[src/rtl/fft_out_serializer.sv]
// Serializes one captured 8-point FFT result into a valid/ready sample stream.
// Optional macro FFT_OUT_BITREV_EN emits slots in 3-bit bit-reversed order.
module fft_slot_reg #(
    parameter int DW = 16
) (
    input  logic          clock,
    input  logic          reset,
    input  logic          load,
    input  logic [DW-1:0] x_in,
    input  logic [DW-1:0] y_in,
    output logic [DW-1:0] x,
    output logic [DW-1:0] y
);
    always_ff @(posedge clock or posedge reset) begin
        if (reset) begin
            x <= '0;
            y <= '0;
        end else if (load) begin
            x <= x_in;
            y <= y_in;
        end
    end
endmodule

module fft_out_serializer #(
    parameter int DW = 16
) (
    input  logic            clock,
    input  logic            reset,
    input  logic            frame_valid,
    input  logic [8*DW:0]   xout_in,
    input  logic [8*DW:0]   yout_in,
    output logic            frame_ready,
    output logic            sample_valid,
    input  logic            sample_ready,
    output logic [DW-1:0]   sample_x,
    output logic [DW-1:0]   sample_y,
    output logic [2:0]      sample_idx,
    output logic            sample_last,
    output logic            overrun,
    input  logic            clr_overrun
);
    localparam int NUM_SLOTS = 8;

    typedef enum logic {IDLE, STREAM} state_t;

    typedef struct packed {
        logic [DW-1:0] x;
        logic [DW-1:0] y;
        logic [2:0]    idx;
        logic          last;
    } sample_t;

    state_t                          state, state_nxt;
    logic [2:0]                      pos, pos_nxt;
    logic [2:0]                      slot;
    logic                            capture;
    logic [NUM_SLOTS-1:0][DW-1:0]    cap_x, cap_y;
    sample_t                         smp;
    logic                            unused_msb;

    // The top bit of each bus carries no sample data.
    assign unused_msb = xout_in[8*DW] ^ yout_in[8*DW];

    genvar k;
    generate
        for (k = 0; k < NUM_SLOTS; k++) begin : g_slot
            fft_slot_reg #(.DW(DW)) u_slot (
                .clock (clock),
                .reset (reset),
                .load  (capture),
                .x_in  (xout_in[DW*k +: DW]),
                .y_in  (yout_in[DW*k +: DW]),
                .x     (cap_x[k]),
                .y     (cap_y[k])
            );
        end
    endgenerate

`ifdef FFT_OUT_BITREV_EN
    assign slot = {pos[0], pos[1], pos[2]};
`else
    assign slot = pos;
`endif

    always_ff @(posedge clock or posedge reset) begin
        if (reset) begin
            state <= IDLE;
            pos   <= '0;
        end else begin
            state <= state_nxt;
            pos   <= pos_nxt;
        end
    end

    // A new frame may be taken over the final handshake of the current one,
    // so back-to-back frames stream without a bubble.
    always_comb begin
        state_nxt    = state;
        pos_nxt      = pos;
        frame_ready  = 1'b0;
        sample_valid = 1'b0;
        capture      = 1'b0;
        case (state)
            IDLE: begin
                frame_ready = 1'b1;
                if (frame_valid) begin
                    capture   = 1'b1;
                    pos_nxt   = '0;
                    state_nxt = STREAM;
                end
            end
            STREAM: begin
                sample_valid = 1'b1;
                frame_ready  = (pos == 3'd7) && sample_ready;
                if (sample_ready) begin
                    pos_nxt = pos + 3'd1;
                    if (pos == 3'd7) begin
                        if (frame_valid) capture = 1'b1;
                        else             state_nxt = IDLE;
                    end
                end
            end
            default: begin
                state_nxt = IDLE;
                pos_nxt   = '0;
            end
        endcase
    end

    always_ff @(posedge clock or posedge reset) begin
        if (reset)
            overrun <= 1'b0;
        else if (frame_valid && !frame_ready)
            overrun <= 1'b1;
        else if (clr_overrun)
            overrun <= 1'b0;
    end

    always_comb begin
        smp.x    = cap_x[slot];
        smp.y    = cap_y[slot];
        smp.idx  = slot;
        smp.last = (pos == 3'd7);
    end

    assign sample_x    = smp.x;
    assign sample_y    = smp.y;
    assign sample_idx  = smp.idx;
    assign sample_last = smp.last;
endmodule
[config.mk]
export PLATFORM = sky130hd
export DESIGN_NAME = fft_out_serializer
export DESIGN_NICKNAME = d
export VERILOG_FILES = /design/src/rtl/fft_out_serializer.sv
export SDC_FILE = /design/constraint.sdc
export NUM_CORES = 1
export LEC_CHECK = 0
export ABC_AREA = 1
export ABC_CLOCK_PERIOD_IN_PS = 11200
export CAP_MARGIN = 20
export CORE_MARGIN = 1.5
export CORE_UTILIZATION = 50
export DETAILED_ROUTE_END_ITERATION = 12
export PLACE_DENSITY_LB_ADDON = 0.25
export SETUP_SLACK_MARGIN = 0.2
export SYNTH_ARGS = -nofsm -noshare
export SYNTH_HDL_FRONTEND = slang
export SYNTH_SLANG_ARGS = --single-unit
[constraint.sdc]
create_clock -name clock -period 11.2 [get_ports clock]
set_input_delay 2.24 -clock clock [delete_from_list [all_inputs] [get_ports clock]]
set_output_delay 2.24 -clock clock [all_outputs]
set_load 0.05 [all_outputs]
Word-level counts from Yosys, hierarchy flattened

Cells that the tools add are included.

Add/subtract/negate cells: 1
Muxes and demuxes: 18
Reduce and logical (&&, ||, !) cells: 5
Order comparisons: 1
Bitwise gates (word level): 1
Equal/unequal tests: 3

Operator list:

| kind                                                        | count |
|---|---|
| binary-select mux 16 bit (select 3 bit)                     | 2 |
| 2-to-1 mux 16 bit                                           | 2 |
| 2-to-1 mux 1 bit                                            | 8 |
| 2-to-1 mux 3 bit                                            | 2 |
| case mux 1 bit (2 select lines)                             | 3 |
| case mux 3 bit (2 select lines)                             | 1 |
| less-than comparator 3 x 4 -> 1 bit (second input constant) | 1 |
| != test 2 bit (second input constant)                       | 2 |
| adder 3 x 1 -> 3 bit (second input constant)                | 1 |
| equality test 3 bit (second input constant)                 | 1 |
| logical AND 1 bit                                           | 2 |
| AND reduction 2 bit                                         | 1 |
| nonzero test 2 bit                                          | 1 |
| logical NOT 1 bit                                           | 1 |
| NOT 1 bit                                                   | 1 |

Word-level logic and storage cells: 48
Output and inout port bits: 39
Register bits: 261

Logic depth before layout (Yosys ltp)

Gate-level depths: netlist of the first run.

Word-level depth: 6
Depth in mapped cells: 8
Depth with buffers taken out: 6

Hierarchy

From an unflattened synthesis of the first run, not the netlist that was laid out.

Cell total of the unflattened synthesis: 1972
Area total of the unflattened synthesis: 14004.7 um^2

Modules (own cells, without submodules):

| module             | times used | area each (um^2) | cells an instance |
|---|---|---|---|
| fft_slot_reg       | 8          | 1296.2           | 137 |
| fft_out_serializer | 1          | 3634.7           | 876 |

Worst setup path before layout of the first run

Ideal clock, no wire load.

Path kind: input to output
Start: in sample_ready
End: out frame_ready
Data arrival time: 2742 ps
Data required time: 8960 ps
Path slack: 6218 ps
Cell stages on the path: 2
Cells stage by stage: nand2_1 -> nand2_1

Word-level cells in the longest chain between the ends: 2

RTL lines:

| item                            | line | source |
|---|---|---|
| start: declaration              | 35   | `input logic sample_ready,` |
| logical AND 1 bit               | 115  | `frame_ready = (pos == 3'd7) && sample_ready;` |
| case mux 1 bit (2 select lines) | 104  | `case (state)` |
| end: declaration                | 33   | `output logic frame_ready,` |

Every way passes these cells.

Final worst setup path of the first run

Start: reg pos[0], in the netlist sample_idx[0]
End: out sample_y[6]

Word-level cells in the longest chain between the ends: 2

RTL lines:

| item                                    | line | source |
|---|---|---|
| start: declaration                      | 55   | `logic [2:0] pos, pos_nxt;` |
| start signal: assignment                | 92   | `pos <= pos_nxt;` |
| binary-select mux 16 bit (select 3 bit) | 142  | `smp.y = cap_y[slot];` |
| 2-to-1 mux 16 bit (not written as such) | 142  |  |
| end: declaration                        | 37   | `output logic [DW-1:0] sample_y,` |

Every way passes these cells. The select of a mux whose other input is x is not followed.

==> results of run 1 <==
[area by class of cell]
cell class	count	area, µm²
well taps	330	413
clock buffers	44	852
flip-flops and latches	261	6540
diodes	2	5.00
repair buffers	311	3120
inverters	262	993
clock inverters	8	68.8
fillers	2158	8580
multi-input cells	1071	4540
[routing by layer]
metal | global-route usage (%) | share of wire [%] | vias to the layer above
met1 | 35.5 | 42 | 5207
met2 | 44.3 | 47 | 383
li1 | - | - | 5638
met3 | 5.55 | 8.3 | 50
met5 | 0 | 0 | -
met4 | 7.13 | 2.2 | 0
[cell usage after synthesis]
| cell type | n |
|---|---|
| buf_2 | 39 |
| inv_1 | 262 |
| a21oi_4 | 1 |
| buf_6 | 28 |
| buf_1 | 13 |
| o21ai_0 | 260 |
| clkbuf_1 | 22 |
| nand2_1 | 676 |
| dfrtp_1 | 261 |
| clkbuf_2 | 1 |
| ha_1 | 2 |
| o22ai_1 | 1 |
| buf_4 | 3 |
| nand3_1 | 131 |
[worst reg2reg max path, cell delays in order, from the launching register on]
cell and delay [ns]:
dfrtp_2 0.36, buf_4 0.71, ha_1 0.31, ha_1 0.20, nand2_1 0.12, a21oi_4 0.12
buf_4 0.20, buf_16 0.35, buf_4 0.90, o21ai_0 0.23
[flip-flops by register name, summed over array words and instances, names as in the netlist]
| register | count |
|---|---|
| g_slot.u_slot.x | 128 |
| g_slot.u_slot.y | 128 |
| sample_idx | 3 |
| overrun | 1 |
| state | 1 |
[power groups by stage]
stage	sequential, mW	combinational, mW	clock (mW)
floorplan	1.54	1.50	0
global placement	1.55	2.14	0
detailed placement	1.58	2.17	0
CTS	1.56	2.19	0.932
global route	1.60	2.42	0.973
finish	1.56	2.17	0.920
[cell families (layout without fill, tap and decap cells)]
kind of cell / after synthesis / after routing / share of synthesized area [%]
buf+inv: 368 / 625 / 13.0
flops: 261 / 261 / 51.3
other cells: 0 / 2 / 0
fa+ha+maj: 2 / 2 / 0.197
simple gates: 807 / 807 / 25.1
compound gates: 262 / 262 / 10.4
[layout by cell type (no fill, tap or decap)]
| master | synthesis | routed |
|---|---|---|
| inv_6 | 0 | 1 |
| a21oi_4 | 1 | 1 |
| ha_1 | 2 | 2 |
| clkbuf_1 | 22 | 8 |
| inv_2 | 0 | 1 |
| buf_12 | 0 | 1 |
| diode_2 | 0 | 2 |
| dfrtp_4 | 0 | 1 |
| buf_4 | 3 | 10 |
| clkbuf_8 | 0 | 7 |
| bufinv_16 | 0 | 1 |
| dfrtp_2 | 0 | 1 |
| o22ai_1 | 1 | 1 |
| inv_4 | 0 | 1 |
| clkdlybuf4s50_1 | 0 | 299 |
| o21ai_0 | 260 | 260 |
| buf_16 | 0 | 1 |
| dfrtp_1 | 261 | 259 |
| clkbuf_16 | 0 | 29 |
| clkinv_2 | 0 | 6 |
| nand2_1 | 676 | 676 |
| inv_1 | 262 | 259 |
| nand3_1 | 131 | 131 |
| inv_8 | 0 | 1 |
[path summary, 6_finish.rpt]
path	end	from	cells past startpoint	slack (ns)
max in group asynchronous	g_slot[4].u_slot.x[2]$_DFFE_PP0P_	reset	3	7.38
worst min-delay path	g_slot[3].u_slot.x[11]$_DFFE_PP0P_	g_slot[3].u_slot.x[11]$_DFFE_PP0P_	2	0.53
worst max-delay path	sample_y[6]	sample_idx[0]$_DFFE_PP0P_	8	4.94
min in group asynchronous	g_slot[7].u_slot.x[8]$_DFFE_PP0P_	reset	2	2.24
worst min register to register	g_slot[3].u_slot.x[11]$_DFFE_PP0P_	g_slot[3].u_slot.x[11]$_DFFE_PP0P_	2	0.53
worst max register to register	g_slot[2].u_slot.x[8]$_DFFE_PP0P_	sample_idx[1]$_DFFE_PP0P_	9	7.51
[per-stage QoR]
step	area, µm²	util [%]	instances	hold slack, ns
final	16500	65.8	2289	0.534
after global placement	15600	62.0	2234	0.514
after global routing	16500	65.8	2289	0.547
after detailed placement	15600	62.0	2234	0.526
after floorplan	12700	-	1700	0.504
after CTS	16500	65.7	2286	0.540
==> results.md, run 1 <==
- Top cell type's share of synthesized area: 51.3%
- Die area: 0.0264 mm²
- Die Ht: 163 µm
- Core area: 0.0251 mm²
- Hpwl dp: 22.7 mm
- Slowest stage delay, CP: 0.79 ns
- CP Data Arrival Time: 4.02 ns
- # IOs: 302
- Net Switching: 1.98 mW
- Setup TNS: 0 ns
- Layout overhead on the synthesized area: 29.9%
- CTS Buffer Depth: 3
- Slowest-stage cell, CP: dfrtp_4
- Synth Instances: 1700
- Crit-path leading delay family: buffers and inverters
- Routed WL per cell: 15.3 µm
- Max-slew violation count: 0
- Remaining antenna violation count after routing: 0
- Via count: 11.3k
- Max-Cap Viols: 0
- Count of final setup violators: 0
- Cts bufs inserted: 28
- CTS Root Cell: clkbuf_16
- Gr usage total: 26.6%
- Clock Pin Slew Worst Setup and Hold Paths: 0.06 ns
- Synth top area cells: dfrtp_1 51%, nand2_1 20%, o21ai_0 10%
- Sw Share: 42.6%
- Hold Path Class: flip-flop to flip-flop
- Synth cell types: 14
- First-pass GRT wire length: 55.7 mm
- H-tree levels: 1
- Final worst clock skew: 0.0123 ns
- Setup WS pre-CTS: 5.12 ns
- Total power draw: 4.65 mW
- Status: completed
- Drt drc: 0
- Required time of the critical path: 8.96 ns
- Max VDD drop: 0.237 mV
- Area leader, netlist: dfrtp_1
- Post-layout min period: 6.26 ns
- Layout cell share with drive strength beyond 1: 3.17%
- Unrepaired setup endpoints after global routing: no
- Worst-Skew Late Latency: 0.54 ns
- Syn avg cell area: 7.49 µm²
- DRT Pass-1 Iters: 5
- Combinational share of power: 46.7%
- Actual slew at the worst max-slew pin: 0.998 ns
- Vias per cell: 4.93
- Port Buffer Count: 299
- Maximum number of pins on one net before global-route repair: 261
- Sequential fraction of design power: 33.5%
- Fmax: 160 MHz
- Synthesis-stage register bit count: 261
- CP Buf/Inv Count: 3
- Clock Sink Count: 261
- Post-CTS Resized: 0
- Net count after synthesis: 1965
- Cell chain of the critical path: inv_4, buf_4, nand2_1, nand3_1, nand2_1, nand2_1, nand2_1, clkdlybuf4s50_1
- PD cells: 281 mW/mm²
- Slew Limit Headroom: 33.4%
- Wirelength, routed: 34.9 mm
- Critical path fanouts, max: 72
- CP dominant cell by count: nand2_1
- Count of hold-fix buffers inserted at cts: 0
- Via count of the first global-routing pass: 10.8k
- P_leak: 8.01 nW
- Fin nets: 2200
- Final Hold Viols: 0
- Post-CTS setup buffer count: 0
- Worst setup margin: 4.94 ns
- Part of the power in the clock network: 19.8%
- Initial antenna violation count: 2
- Seq/Total Area, Yosys: 51.3%
- Gr ovfl total: 0
- Crit Path Category: flip-flop to output port
- Int Power: 2.67 mW
- CTS tree: done
- Startpoint type of the worst setup path: flip-flop
- YS warnings: 0
- Starting Density: 50.7%
- Die span in x: 163 µm
- Post-Synthesis Cell Area: 0.0127 mm²
- Crit path capture type: output port
- Final Cycle Share: 55.9%
- Row cnt: 58
- Iter 0 DRT Violations: 977
- Placer congestion estimate: 0.885
No activity file was read; power rests on OpenSTA's default activity.
==> run 2, diff against run 1 <==
- ABC_CLOCK_PERIOD_IN_PS: 11200 -> 6380
- clock period: 11.2 -> 6.38 ns (I/O delays scaled with it)
==> run 2 against run 1 <==
- critical path depth unchanged
- combinational power is 79% higher
- flip-flop and latch count unchanged
- clock skew down 0.0045 ns
- final cell count unchanged
- first-iteration DRC count is 5.9% lower
- non-clock buffer count rose by 1
- register-to-register slack worse by 4.7 ns
- sequential share of layout area is 0.072 points lower
- critical endpoint is now sample_x[12]
==> results.md, run 2 (same netlist as run 1, synthesis figures left out) <==
- Fmax: 195 MHz
- Starting Density: 50.7% (unchanged)
- Cts bufs inserted: 29 (was 28)
- Iter 0 DRT Violations: 919 (was 977)
- Port Buffer Count: 299 (unchanged)
- Clock Pin Slew Worst Setup and Hold Paths: 0.06 ns (about the same)
- CTS tree: done (unchanged)
- Routed WL per cell: 15.3 µm (about the same)
- Final Hold Viols: 0 (unchanged)
- CP Buf/Inv Count: 3 (unchanged)
- CTS Buffer Depth: 3 (unchanged)
- Slowest-stage cell, CP: inv_4 (was dfrtp_4)
- Routed met2 length: 16.5 mm (was 16.6 mm)
- Core area: 0.0251 mm² (unchanged)
- Count of final setup violators: 0 (unchanged)
- Maximum number of pins on one net before global-route repair: 343 (was 261)
- Fin nets: 2202 (was 2200)
- Post-CTS setup buffer count: 0 (unchanged)
- DRT Pass-1 Iters: 6 (was 5)
- Layout Utilization: 65.9% (was 65.8%)
- Required time of the critical path: 5.10 ns (was 8.96 ns)
- Critical path fanouts, max: 86 (was 72)
- Gr ovfl total: 0 (unchanged)
- Final Cycle Share: 80.5%
- Crit-path leading delay family: buffers and inverters (unchanged)
- Status: completed (unchanged)
- Worst-Skew Late Latency: 0.53 ns (was 0.54 ns)
- Startpoint type of the worst setup path: flip-flop (unchanged)
- Wirelength, routed: 35.1 mm (was 34.9 mm)
- Via count: 11.4k (was 11.3k)
- Vias per cell: 4.97 (was 4.93)
- Met1 WL: 15.3 mm (was 14.7 mm)
- # IOs: 302 (unchanged)
- Remaining antenna violation count after routing: 0 (unchanged)
- Initial antenna violation count: 0 (was 2)
- Via count of the first global-routing pass: 11.0k (was 10.8k)
- Clock Sink Count: 261 (unchanged)
- Met3 wire length: 2.48 mm (was 2.89 mm)
- Count of hold-fix buffers inserted at cts: 0 (unchanged)
- Layout overhead on the synthesized area: 30.1% (was 29.9%)
- Max layer used: met4 (unchanged)
- Layout cell share with drive strength beyond 1: 3.22% (was 3.17%)
- Most frequent cells in the layout: 676 x nand2_1, 299 x clkdlybuf4s50_1, 260 x o21ai_0 (unchanged)
- Gr usage total: 26.7% (was 26.6%)
- Cell chain of the critical path: inv_4, buf_4, nand2_1, nand3_1, nand2_1, nand2_1, nand2_1, clkdlybuf4s50_1 (unchanged)
- Crit Path Category: flip-flop to output port (unchanged)
- Drt drc: 0 (unchanged)
- CP dominant cell by count: nand2_1 (unchanged)
- PD cells: 496 mW/mm² (was 281 mW/mm²)
- Slew Limit Headroom: 8.51% (was 33.4%)
- Max-slew violation count: 0 (unchanged)
- Max VDD drop: 0.437 mV (was 0.237 mV)
- Most common cell after layout, fill and taps aside: nand2_1 (unchanged)
- Fillcell total: 2160 (was 2158)
- Hpwl dp: 23.0 mm (was 22.7 mm)
- Setup TNS: 0 ns (unchanged)
- P_leak: 8.02 nW (was 8.01 nW)
- Unrepaired setup endpoints after global routing: no (unchanged)
- Crit path capture type: output port (unchanged)
- Placer congestion estimate: 0.844 (was 0.885)
- Slowest stage delay, CP: 0.79 ns (about the same)
- Max-Cap Viols: 0 (unchanged)
- Post-layout min period: 5.14 ns
- Area after DPL: 0.0156 mm² (about the same)
- Post-CTS Resized: 0 (unchanged)
- Hold Path Class: flip-flop to flip-flop (unchanged)
- CTS Root Cell: clkbuf_16 (unchanged)
- Die area: 0.0264 mm² (unchanged)
- Sequential cell area: 0.00654 mm² (unchanged)
- H-tree levels: 1 (unchanged)
- First-pass GRT wire length: 56.1 mm (was 55.7 mm)
- Row cnt: 58 (unchanged)
- Design area: 0.0166 mm² (was 0.0165 mm²)
- Worst hold slack: 0.535 ns (was 0.534 ns)
- Die Ht: 163 µm (unchanged)
- CP Data Arrival Time: 3.86 ns (was 4.02 ns)
- Die span in x: 163 µm (unchanged)
- Area of the multi-input gates: 0.00454 mm² (unchanged)
- Actual slew at the worst max-slew pin: 1.37 ns (was 0.998 ns)
- Final worst clock skew: 0.00784 ns (was 0.0123 ns)
==> run 2: changes by cell type in the layout (fill, tap and decap cells not counted), sizes merged <==
cell / delta
clkbuf: -1
buf: +1
clkinv: +2
clkinvlp: +1
diode: -1
inv: -2
==> run 2: final timing paths <==
kind | start | to | slack (ns) | cells past startpoint
min reg2reg | g_slot[6].u_slot.y[1]$_DFFE_PP0P_ | g_slot[6].u_slot.y[1]$_DFFE_PP0P_ | 0.53 | 2
max in group asynchronous | reset | g_slot[0].u_slot.y[4]$_DFFE_PP0P_ | 4.43 | 3
min | g_slot[6].u_slot.y[1]$_DFFE_PP0P_ | g_slot[6].u_slot.y[1]$_DFFE_PP0P_ | 0.53 | 2
max reg2reg | sample_idx[1]$_DFFE_PP0P_ | g_slot[2].u_slot.y[3]$_DFFE_PP0P_ | 2.86 | 8
min in group asynchronous | reset | g_slot[4].u_slot.x[6]$_DFFE_PP0P_ | 1.29 | 3
max | sample_idx[0]$_DFFE_PP0P_ | sample_x[12] | 1.24 | 8
==> run 2: worst register-to-register path: stages (launching register included) <==
cell	delay (ns)
dfrtp_2	0.36
buf_4	0.68
ha_1	0.29
ha_1	0.22
nand2_1	0.13
a21oi_4	0.17
buf_4	0.67
buf_4	0.65
o21ai_0	0.21
==> run 2: power by group <==
group	total (mW)	leakage [nW]	internal (mW)	switching [mW]
combinational	3.89	4.43	1.28	2.61
clock	1.59	0.456	0.943	0.651
sequential	2.72	3.14	2.47	0.243
total	8.21	8.02	4.70	3.51
==> run 2: layout make-up <==
class / instances / share of cell area, %
clock inverter: 9 / 0.446
tap: 330 / 2.49
inverter: 262 / 5.98
clock buffer: 43 / 5.06
multi-input combinational: 1071 / 27.4
sequential: 261 / 39.5
timing repair buffer: 312 / 19.1
antenna: 1 / 0.0151
==> run 2: routing by layer <==
layer	vias to the layer above	track usage (%)
met5	-	0
met1	5292	36.8
met3	43	4.41
met4	0	6.67
met2	391	44.2
li1	5639	-
==> run 2: metrics by stage <==
stage | power (mW) | setup slack (ns) | std cells
floorplan | 5.34 | 1.66 | 1700
global placement | 6.50 | 1.76 | 2234
detailed placement | 6.59 | 1.75 | 2234
CTS | 8.23 | 1.17 | 2286
global route | 8.81 | 1.04 | 2288
finish | 8.21 | 1.24 | 2289
==> run 3, diff against run 2 <==
- ABC_CLOCK_PERIOD_IN_PS: 6380 -> 4300
- CORE_UTILIZATION: 50 -> 46
- clock period: 6.38 -> 4.3 ns (I/O delays scaled with it)
==> run 3 against run 2 <==
- flip-flop and latch count unchanged
- die area up 8.5%
- clock skew up 0.0053 ns
- clock power increased by 52%
- hold slack barely moved
- via count decreased by 0.28%
- power increased by 48%
- largest power group unchanged
- final cell count rose by 0.96%
- global-route usage fell by 1.9 points
- sequential share of layout area shrank 0.19 points
==> results.md, run 3 (same netlist as run 1, synthesis figures left out) <==
- Remaining antenna violation count after routing: 0 (unchanged)
- Required time of the critical path: 3.44 ns (was 5.10 ns)
- Final worst clock skew: 0.0132 ns (was 0.00784 ns)
- Die area: 0.0287 mm² (was 0.0264 mm²)
- Layout cell share with drive strength beyond 1: 5.54% (was 3.22%)
- CP Buf/Inv Count: 2 (was 3)
- Hpwl dp: 24.1 mm (was 23.0 mm)
- Fmax: 283 MHz
- Clock Pin Slew Worst Setup and Hold Paths: 0.06 ns (about the same)
- Via count of the first global-routing pass: 11.0k (about the same)
- Starting Density: 47.1% (was 50.7%)
- P_leak: 8.14 nW (was 8.02 nW)
- Design area: 0.0166 mm² (about the same)
- DP Cell Count: 2259 (was 2234)
- Slew Limit Headroom: 54.9% (was 8.51%)
- Unrepaired setup endpoints after global routing: no (unchanged)
- Gr usage total: 24.9% (was 26.7%)
- Most common cell after layout, fill and taps aside: nand2_1 (unchanged)
- Count of hold-fix buffers inserted at cts: 0 (unchanged)
- Drt drc: 0 (unchanged)
- Fillcell total: 2419 (was 2160)
- Setup WS pre-CTS: 0.909 ns (was 1.75 ns)
- Cell chain of the critical path: buf_4, clkdlybuf4s50_1 (was inv_4, buf_4, nand2_1, nand3_1, nand2_1, nand2_1, nand2_1, clkdlybuf4s50_1)
- Max-Cap Viols: 0 (unchanged)
- CTS Root Cell: clkbuf_16 (unchanged)
- Crit path capture type: output port (unchanged)
- Routed WL per cell: 15.4 µm (was 15.3 µm)
- Row cnt: 60 (was 58)
- Startpoint type of the worst setup path: flip-flop (unchanged)
- Core area: 0.0270 mm² (was 0.0251 mm²)
- Critical path fanouts, max: 56 (was 86)
- Iter 0 DRT Violations: 899 (was 919)
- Post-CTS setup buffer count: 0 (unchanged)
- Actual slew at the worst max-slew pin: 0.676 ns (was 1.37 ns)
- Wirelength, routed: 35.7 mm (was 35.1 mm)
- Final Cycle Share: 82.1%
- Fin cells: 2311 (was 2289)
- Status: completed (unchanged)
- Area after DPL: 0.0157 mm² (was 0.0156 mm²)
- Gr ovfl total: 0 (unchanged)
- Total power draw: 12.1 mW (was 8.21 mW)
- Most frequent cells in the layout: 676 x nand2_1, 267 x clkdlybuf4s50_1, 260 x o21ai_0 (was 676 x nand2_1, 299 x clkdlybuf4s50_1, 260 x o21ai_0)
- First-pass GRT wire length: 56.3 mm (was 56.1 mm)
- Count of final setup violators: 0 (unchanged)
- # IOs: 302 (unchanged)
- DRT Pass-1 Iters: 6 (unchanged)
- Die span in x: 169 µm (was 163 µm)
- Clock Sink Count: 261 (unchanged)
- CTS Buffer Depth: 3 (unchanged)
- Crit Path Category: flip-flop to output port (unchanged)
- Crit-path leading delay family: buffers and inverters (unchanged)
- Post-layout min period: 3.53 ns
- Layout overhead on the synthesized area: 30.7% (was 30.1%)
- Hold Path Class: flip-flop to flip-flop (unchanged)
- Setup TNS: 0 ns (unchanged)
- Max-slew violation count: 0 (unchanged)
- Fin nets: 2213 (was 2202)
- Vias per cell: 4.90 (was 4.97)
- Worst setup margin: 0.768 ns (was 1.24 ns)
- Die Ht: 169 µm (was 163 µm)
- Initial antenna violation count: 3 (was 0)
- Port Buffer Count: 299 (unchanged)
- Cts bufs inserted: 28 (was 29)
- CTS tree: done (unchanged)
- CP Data Arrival Time: 2.67 ns (was 3.86 ns)
- Worst-Skew Late Latency: 0.54 ns (was 0.53 ns)
- Maximum number of pins on one net before global-route repair: 108 (was 343)
- PD cells: 728 mW/mm² (was 496 mW/mm²)
- Post-CTS Resized: 0 (unchanged)
- Max VDD drop: 0.716 mV (was 0.437 mV)
- H-tree levels: 1 (unchanged)
- Slowest stage delay, CP: 0.93 ns (was 0.79 ns)
- Placer congestion estimate: 0.883 (was 0.844)
- Via count: 11.3k (was 11.4k)
- Slowest-stage cell, CP: clkdlybuf4s50_1 (was inv_4)
- Final Hold Viols: 0 (unchanged)
## run 3: worst paths after layout
check                                              startpoint                                 end  slack, ns  cells after the start
setup / recovery                    sample_idx[0]$_DFFE_PP0P_                       sample_idx[0]       0.77                      2
hold / removal             g_slot[4].u_slot.y[14]$_DFFE_PP0P_  g_slot[4].u_slot.y[14]$_DFFE_PP0P_       0.54                      2
setup reg to reg                    sample_idx[0]$_DFFE_PP0P_   g_slot[6].u_slot.x[6]$_DFFE_PP0P_       1.86                      7
hold reg to reg            g_slot[4].u_slot.y[14]$_DFFE_PP0P_  g_slot[4].u_slot.y[14]$_DFFE_PP0P_       0.54                      2
max in group asynchronous                               reset   g_slot[1].u_slot.y[4]$_DFFE_PP0P_       2.85                      3
min in group asynchronous                               reset   g_slot[4].u_slot.x[9]$_DFFE_PP0P_       0.62                      2
## run 3: metal layers
metal / GRT usage [%] / wire (µm) / vias up
met4: 7.58 / 926 / 4
met1: 32.6 / 15300 / 5260
met3: 5.27 / 2550 / 61
met2: 41.5 / 16900 / 343
met5: 0 / 24 / -
li1: - / - / 5665
## run 3: report_power, final
group | switching [mW] | internal, mW
clock network | 0.984 | 1.42
logic | 3.89 | 1.81
registers | 0.335 | 3.67
## run 3: tightest hold or removal path, delay by kind of cell, from the launching register on
kind	cells	cell delay (ns)
AOI/OAI and AO/OA	1	0.14
DFF	1	0.32
buffers and inverters	1	0.05
## run 3: cell type report
class | instances | area, µm² | share of cell area, %
Tap cell | 341 | 427 | 2.56
Timing Repair Buffer | 324 | 3210 | 19.3
Sequential cell | 261 | 6540 | 39.3
Multi-Input combinational cell | 1071 | 4540 | 27.3
Clock inverter | 9 | 72.6 | 0.436
Antenna cell | 1 | 2.50 | 0.0150
Clock buffer | 42 | 855 | 5.14
Inverter | 262 | 990 | 5.95
## run 3: per-stage QoR
stage / util, % / hold WS, ns
final: 61.6 / 0.535
after global routing: 61.6 / 0.556
after CTS: 61.6 / 0.539
after detailed placement: 58.1 / 0.525
after global placement: 58.1 / 0.515
after floorplan: - / 0.504
